<file path="config.mk">
export PLATFORM = sky130hd
export DESIGN_NAME = fwd_hazard_unit
export DESIGN_NICKNAME = d
export VERILOG_FILES = /design/src/rtl/fwd_pkg.sv /design/src/rtl/fwd_src_match.sv /design/src/rtl/fwd_hazard_unit.sv
export SDC_FILE = /design/constraint.sdc
export NUM_CORES = 1
export LEC_CHECK = 0
export BUFFER_PORTS_ARGS = -buffer_cell sky130_fd_sc_hd__buf_2
export CELL_PAD_IN_SITES_DETAIL_PLACEMENT = 0
export CELL_PAD_IN_SITES_GLOBAL_PLACEMENT = 2
export CORE_UTILIZATION = 36
export CTS_BUF_LIST = sky130_fd_sc_hd__clkbuf_16
export CTS_CLUSTER_DIAMETER = 150
export CTS_CLUSTER_SIZE = 28
export DETAILED_ROUTE_END_ITERATION = 10
export GPL_ROUTABILITY_DRIVEN = 0
export PLACE_DENSITY_LB_ADDON = 0.1
export SYNTH_ARGS = -nofsm -noshare
export SYNTH_HDL_FRONTEND = slang
export SYNTH_SLANG_ARGS = --single-unit
export TNS_END_PERCENT = 10
</file>
<file path="constraint.sdc">
create_clock -name clk -period 5.9 [get_ports clk]
set_clock_uncertainty 0.05 [all_clocks]
set_input_delay 1.18 -clock clk [delete_from_list [all_inputs] [get_ports clk]]
set_output_delay 1.18 -clock clk [all_outputs]
set_load 0.03 [all_outputs]
</file>
<file path="src/rtl/fwd_pkg.sv">
// Shared types for the forwarding / load-use interlock unit.
// Entry fields use fixed maximum widths so one packed type serves every parameterisation.
package fwd_pkg;

  localparam int RD_MAX_W  = 8;
  localparam int LAT_MAX_W = 4;

  localparam int SEL_RF    = 0;
  localparam int SEL_EXMEM = 1;
  localparam int SEL_MEMWB = 2;

  typedef struct packed {
    logic                 valid;
    logic                 regwrite;
    logic [RD_MAX_W-1:0]  rd;
    logic [LAT_MAX_W-1:0] lat;
  } fwd_entry_t;

endpackage

</file>
<file path="src/rtl/fwd_src_match.sv">
// Youngest-producer search for one ID source operand across the in-flight writer entries.
// Entry k sits at distance k+1 from the consumer; entries beyond the forwarding window are ignored.
module fwd_src_match
  import fwd_pkg::*;
#(
  parameter int REG_AW     = 5,
  parameter int FWD_STAGES = 2,
  parameter int SEL_W      = $clog2(FWD_STAGES+1),
  parameter int LAT_W      = $clog2(FWD_STAGES+2)
) (
  input  logic [REG_AW-1:0] i_src,
  input  fwd_entry_t        i_entries [FWD_STAGES+1],
  output logic              o_hit,
  output logic [SEL_W-1:0]  o_dist,
  output logic [LAT_W-1:0]  o_lat
);

  logic [RD_MAX_W-1:0] w_src;

  assign w_src = RD_MAX_W'(i_src);

  // Scan oldest to youngest so the nearest match overwrites any older one.
  always_comb begin
    o_hit  = 1'b0;
    o_dist = '0;
    o_lat  = '0;
    for (int k = FWD_STAGES; k >= 0; k--) begin
      if ((k + 1) <= FWD_STAGES &&
          i_entries[k].valid && i_entries[k].regwrite &&
          i_entries[k].rd != '0 && i_entries[k].rd == w_src) begin
        o_hit  = 1'b1;
        o_dist = SEL_W'(k + 1);
        o_lat  = LAT_W'(i_entries[k].lat);
      end
    end
  end

endmodule

</file>
<file path="src/rtl/fwd_hazard_unit.sv">
// Forwarding select and load-use interlock for the in-order pipeline.
// Shadows every writer from EX through the last forwarding stage; stall is combinational, fwd_sel registered.
module fwd_hazard_unit
  import fwd_pkg::*;
#(
  parameter int NUM_SRC    = 2,
  parameter int REG_AW     = 5,
  parameter int FWD_STAGES = 2,
  parameter int SEL_W      = $clog2(FWD_STAGES+1),
  parameter int LAT_W      = $clog2(FWD_STAGES+2),
  parameter int CNT_W      = 32
) (
  input  logic                      clk,
  input  logic                      rst_n,
  input  logic                      id_valid,
  input  logic [NUM_SRC*REG_AW-1:0] id_src,
  input  logic [NUM_SRC-1:0]        id_src_used,
  input  logic                      id_regwrite,
  input  logic [REG_AW-1:0]         id_rd,
  input  logic [LAT_W-1:0]          id_lat,
  input  logic                      flush,
  output logic                      stall,
  output logic [NUM_SRC*SEL_W-1:0]  fwd_sel,
  output logic [CNT_W-1:0]          stall_cnt
);

  fwd_entry_t               r_ent [FWD_STAGES+1];
  logic [NUM_SRC*SEL_W-1:0] r_fwd_sel;
  logic [CNT_W-1:0]         r_stall_cnt;

  logic [NUM_SRC-1:0]       w_hit;
  logic [NUM_SRC-1:0]       w_src_stall;
  logic [SEL_W-1:0]         w_dist [NUM_SRC];
  logic [LAT_W-1:0]         w_lat  [NUM_SRC];
  logic [NUM_SRC*SEL_W-1:0] w_sel_next;
  logic [LAT_W-1:0]         w_id_lat;
  logic                     w_bubble;

  assign w_id_lat = (id_lat == '0) ? LAT_W'(1) : id_lat;

  genvar gi;
  generate
    for (gi = 0; gi < NUM_SRC; gi++) begin : g_src
      fwd_src_match #(
        .REG_AW     (REG_AW),
        .FWD_STAGES (FWD_STAGES),
        .SEL_W      (SEL_W),
        .LAT_W      (LAT_W)
      ) u_match (
        .i_src     (id_src[gi*REG_AW +: REG_AW]),
        .i_entries (r_ent),
        .o_hit     (w_hit[gi]),
        .o_dist    (w_dist[gi]),
        .o_lat     (w_lat[gi])
      );

      // Result is not on any bus yet when the producer is closer than its latency.
      assign w_src_stall[gi] = id_src_used[gi] & w_hit[gi] &
                               (int'(w_dist[gi]) < int'(w_lat[gi]));
      assign w_sel_next[gi*SEL_W +: SEL_W] = (id_src_used[gi] & w_hit[gi]) ?
                                             w_dist[gi] : SEL_W'(SEL_RF);
    end
  endgenerate

  assign stall    = id_valid & ~flush & (|w_src_stall);
  assign w_bubble = flush | stall | ~id_valid;

  always_ff @(posedge clk or negedge rst_n) begin
    if (!rst_n) begin
      for (int k = 0; k <= FWD_STAGES; k++) begin
        r_ent[k] <= '0;
      end
      r_fwd_sel   <= '0;
      r_stall_cnt <= '0;
    end else begin
      for (int k = 1; k <= FWD_STAGES; k++) begin
        r_ent[k] <= r_ent[k-1];
      end
      if (w_bubble) begin
        r_ent[0]  <= '0;
        r_fwd_sel <= '0;
      end else begin
        r_ent[0]  <= '{valid:    1'b1,
                       regwrite: id_regwrite,
                       rd:       RD_MAX_W'(id_rd),
                       lat:      LAT_MAX_W'(w_id_lat)};
        r_fwd_sel <= w_sel_next;
      end
      if (stall && r_stall_cnt != '1) begin
        r_stall_cnt <= r_stall_cnt + CNT_W'(1);
      end
    end
  end

  assign fwd_sel   = r_fwd_sel;
  assign stall_cnt = r_stall_cnt;

endmodule

</file>
### Word level (Yosys, flattened, before mapping)

Cells that the tools add are included.

* equal/unequal tests: 5
* bitwise operators: 10
* add/subtract/negate cells: 1
* mux-type cells: 17
* reductions and logical operators: 13
* $lt $le $gt $ge: 2

Operators with widths (count)
* adder 32 x 1 -> 32 bit, second input constant: 1
* == test 8 x 5 -> 1 bit: 4
* inequality test 32 bit, second input constant: 1
* 2-to-1 mux 2 bit: 11
* nonzero test 8 bit: 2
* 2-to-1 mux 14 bit: 1
* logical AND 1 bit: 9
* bitwise AND 1 bit: 6
* less-than comparator 2 bit: 2
* 2-to-1 mux 1 bit: 4
* 2-to-1 mux 4 bit: 1
* logical NOT 2 bit: 1
* inverter 1 bit: 2
* OR 1 bit: 2
* OR reduction 2 bit: 1

* bits in registers: 60
* output and inout bits: 37

### Depth between registers and ports, before layout

* depth in word-level cells: 12
* mapped depth: 12
* depth with buffers taken out: 11

### Modules after synthesis

From an unflattened synthesis, not the netlist that was laid out.

* cells, all modules: 277
* area total of the unflattened synthesis: 3069.2 µm²

By module, submodules not included
* fwd_hazard_unit: instances 1, cells each 215, area an instance 2586.2 µm², seq. area each 1576.5 µm²
* fwd_src_match: instances 2, cells each 31, area an instance 241.5 µm², seq. area each 0.0 µm²

### Least setup slack after synthesis

Ideal clock, no wire load.

* path kind: input-to-output
* start point: input id_src[2]
* end point: output stall
* arrival time: 2979 ps
* buffers on the path: 1
* stages on the path: 10
* setup slack: 1691 ps
* path through: xor2_1 > nor3_1 > nand4_1 > nor3b_1 > a21oi_1 > ha_1 > a221oi_2 > o21ai_2 > buf_2 > inv_1

* cells in the longest elaborated chain, start to end: 8

RTL lines
* from (decl): line fwd_hazard_unit.sv:16 `input logic [NUM_SRC*REG_AW-1:0] id_src,`
* == test 8 x 5 -> 1 bit: line fwd_src_match.sv:30 `i_entries[k].rd != '0 && i_entries[k].rd == w_src) begin`
* logical AND 1 bit: line fwd_src_match.sv:30
* 2-to-1 mux 2 bit or 2-to-1 mux 1 bit (tied branches) (2 in series): line fwd_src_match.sv:28 `if ((k + 1) <= FWD_STAGES &&`
* less-than comparator 2 bit or bitwise AND 1 bit (tied branches): line fwd_hazard_unit.sv:59, fwd_hazard_unit.sv:58
* bitwise AND 1 bit (*): line fwd_hazard_unit.sv:58 `assign w_src_stall[gi] = id_src_used[gi] & w_hit[gi] &`
* OR reduction 2 bit (*): line fwd_hazard_unit.sv:65 `assign stall = id_valid & ~flush & (|w_src_stall);`
* bitwise AND 1 bit (*): line fwd_hazard_unit.sv:65
* to (decl): line fwd_hazard_unit.sv:22 `output logic stall,`

Mark *: on every way between the ends. The rest lies on a longest branch, timed or not.

### Worst setup path in the final report

Ends and elaborated chain as after synthesis.

==> out/results.tsv <==
stage	metric	value	unit
synth	synth top area cells	dfrtp_1 51%, xor2_1 12%, xnor2_1 5.3%	
timing	fmax	213	MHz
grt	initial antenna violation count	0	
routing	wire per inst	14.2	um
cts	post-CTS setup buffer count	0	
routing	Vias/cell	4.90	
synth	Cells after Synth	241	
setup_path	internal reg-to-reg setup slack	2500	ps
setup_path	CP Cell Sequence	buf_2 > xor2_1 > nor3_1 > nand4_1 > nor3b_1 > a21oi_1 > ha_1 > a221oi_2 > o21ai_2 > buf_4 > inv_1 > buf_2	
cts	cts repair resizes	0	
timing	Slew Limit Fails	0	
grt	first-pass GRT wire length	9520	um
timing	Final Cycle Share	0.794	
final_layout	nets@finish	333	
cts	# H-tree levels	2	
cts	CTS tree	yes	
final_layout	Area growth syn-to-layout	21.9	%
setup_path	Slowest cell on crit path	ha_1	
timing	final-report hold violation count	0	
min_path	critical hold path startpoint	r_ent[28]$_DFF_PN0_	
timing	TNS Setup	0	ps
floorplanning	die height	87.7	um
synth	post-synthesis register bit count	54	
routing	drt pass-1 iters	4	
synth	net count after synthesis	268	
routing	Vias	1974	
grt	Global Route Usage Sum	0.160	
routing	Initial DRC Count	84	
final_layout	Final Util	0.465	
setup_path	Critical Path End Type	primary output	
place	Placed Area	3060	sq um
synth	Avg Cell Area, Syn	11.0	sq um
floorplanning	Row Count	30	
final_layout	ant diodes	0	
cts	Reg clk slew, reported paths	70	ps
place	dpl hpwl	4140	um
cts	Clk Latency, worst-skew pair	290	ps
floorplanning	Die W	87.7	um
setup_path	r2r endpoint	stall_cnt[1]$_DFFE_PN0P_	
status	outcome	finished clean	
timing	Worst Tran Pin Value	781	ps
grt	vias in the first global route	1930	
grt	GRT overflow	0	
cts	maximum buffer depth of the clock tree	2	
place	I/O Buffers	60	
cts	TritonCTS buffer count	5	
routing	DRC Markers	0	
synth	sequential area share after synthesis	0.511	
flow_run	Max Cap Viol	0	
setup_path	most used cell, CP	buf_2	
min_path	worst hold endpoint	r_ent[14]$_DFF_PN0_	
floorplanning	core area	6940	sq um
routing	DRT Wirelength	5730	um
timing	fin crit period	4680	ps
setup_path	maximum fanout along the worst path	32	
timing	RSZ-0062 raised after global routing	no	
setup_path	Reg-to-Reg Start	r_ent[35]$_DFF_PN0_	
synth	Cell Area, Synth	2650	sq um
floorplanning	# IOs	61	
final_layout	fraction of layout cells with a size suffix above 1	0.274	
setup_path	slowest cell delay on critical path	300	ps
synth	post-synth cell types	32	
timing	setup violators final	0	
synth	Synth top area share	0.511	
power	peak supply drop	0.105	mV
setup_path	WP data arrival	3450	ps
synth	Ys Warns	0	
place	pre-CTS setup slack	1210	ps
final_layout	Fill cells	675	
setup_path	delay-heaviest family, CP	simple AND/OR/NAND/NOR gates	
floorplanning	full die area	7700	sq um
setup_path	R2R cell count	11	
cts	clk root buf	clkbuf_16	
setup_path	CP Launch Type	input port	
cts	clock tree sinks	54	
floorplanning	Initial Util	0.381	
min_path	Hold Path Stages	0	
timing	Max-slew headroom	0.475	
grt	pin count of the biggest net entering global routing	55	
routing	post-detailed-route count of antenna-violating nets	0	
power	pwr dens	231	nW/um^2
min_path	worst min-delay path category	flip-flop to flip-flop	
synth	area leader, netlist	dfrtp_1	
setup_path	WP buf/inv	4	
power	P_leak	1.72	nW
setup_path	kind of critical path	input port to primary output	
timing	Final WS setup	1220	ps
setup_path	Req. time, crit path	4670	ps
final_layout	Design Area, Final	3230	sq um
cts	Hold Buf Count CTS	0	
-- per-layer routing --
metal	share of wire	routed length, um	vias to the layer above	GRT usage
met5	0	0	-	0
met4	0.010	59	0	0.0402
met3	0.032	186	6	0.0349
met2	0.44	2530	40	0.242
met1	0.52	2950	951	0.231
li1	-	-	977	-
-- cells by family (layout without fill, tap and decap cells) --
group / after synthesis / count (layout) / synth area share
simple gates: 112 / 112 / 0.246
flops: 54 / 54 / 0.511
xor+xnor: 51 / 51 / 0.169
compound gates: 11 / 11 / 0.0397
buf+inv: 9 / 75 / 0.0165
fa+ha+maj: 3 / 3 / 0.0142
mux: 1 / 1 / 0.00426
-- how the worst max path moves through the flow --
stage	cells after the start	endpoint	start	slack [ps]
after floorplan	10	stall	id_src[2]	1690
after global placement	12	stall	id_src[2]	1210
after detailed placement	12	stall	id_src[4]	1210
after CTS	12	stall	id_src[4]	1210
after global routing	13	stall	id_src[2]	990
final	12	stall	id_src[2]	1220
-- synthesized netlist by cell type --
master	number
buf_2	2
nor3_1	23
nor4_2	9
inv_1	4
a22oi_1	1
o311a_1	1
clkbuf_1	2
a21boi_0	1
dfrtp_1	54
and2_1	2
or3_1	3
o211ai_2	1
o21ai_2	2
buf_6	1
xnor2_1	16
nand4_1	6
nand3_1	10
and3_1	20
a21oi_1	1
nand2_1	22
nor3b_1	3
nor2_1	7
o31ai_1	2
nor2b_1	1
a221oi_2	2
or4_1	1
ha_1	3
mux2_1	1
nor4_1	2
and4_1	1
nand2b_1	2
xor2_1	35
-- worst reg2reg max path, stage by stage, from the launching register on --
cell and delay (ps):
dfrtp_1 440, or4_1 540, o211ai_2 290, nor3_1 160
nor3b_1 220, a21oi_1 60, ha_1 300, a221oi_2 290
o21ai_2 90, buf_4 280, nor2_1 230, mux2_1 330
-- placed cells by master, fill, tap and decap left out, drive strengths merged, types with 5 or more instances in the layout --
cell / count
buf: 63
dfrtp: 54
xor2: 35
nor3: 23
nand2: 22
and3: 20
xnor2: 16
nor4: 11
nand3: 10
nor2: 7
nand4: 6
inv: 5
clkbuf: 5
-- power breakdown --
group	total, W	internal (W)	switching, W
registers	0.000380	0.000375	0.00000486
logic	0.0000369	0.0000163	0.0000206
clock network	0.000330	0.000199	0.000131
total	0.000747	0.000590	0.000156
-- flip-flops by register name (all words and copies together) (netlist names) --
register,cells
r_ent,18
stall_cnt,32
fwd_sel,4
-- final cells by class --
type	instances	area, sq um	area share
Clock buffer	5	125	0.0388
Multi-Input combinational cell	178	1250	0.388
Clock inverter	3	41.3	0.0128
Inverter	4	15.0	0.00465
Tap cell	96	120	0.0372
Sequential cell	54	1350	0.419
Timing Repair Buffer	63	323	0.100
-- per-stage QoR --
stage               power, W  hold slack [ps]  instances
floorplan           0.000402              281        241
global placement    0.000425              288        395
detailed placement  0.000425              289        395
CTS                 0.000759              304        403
global route        0.000779              322        403
finish              0.000747              301        403
(Power assumes the default switching activity.)
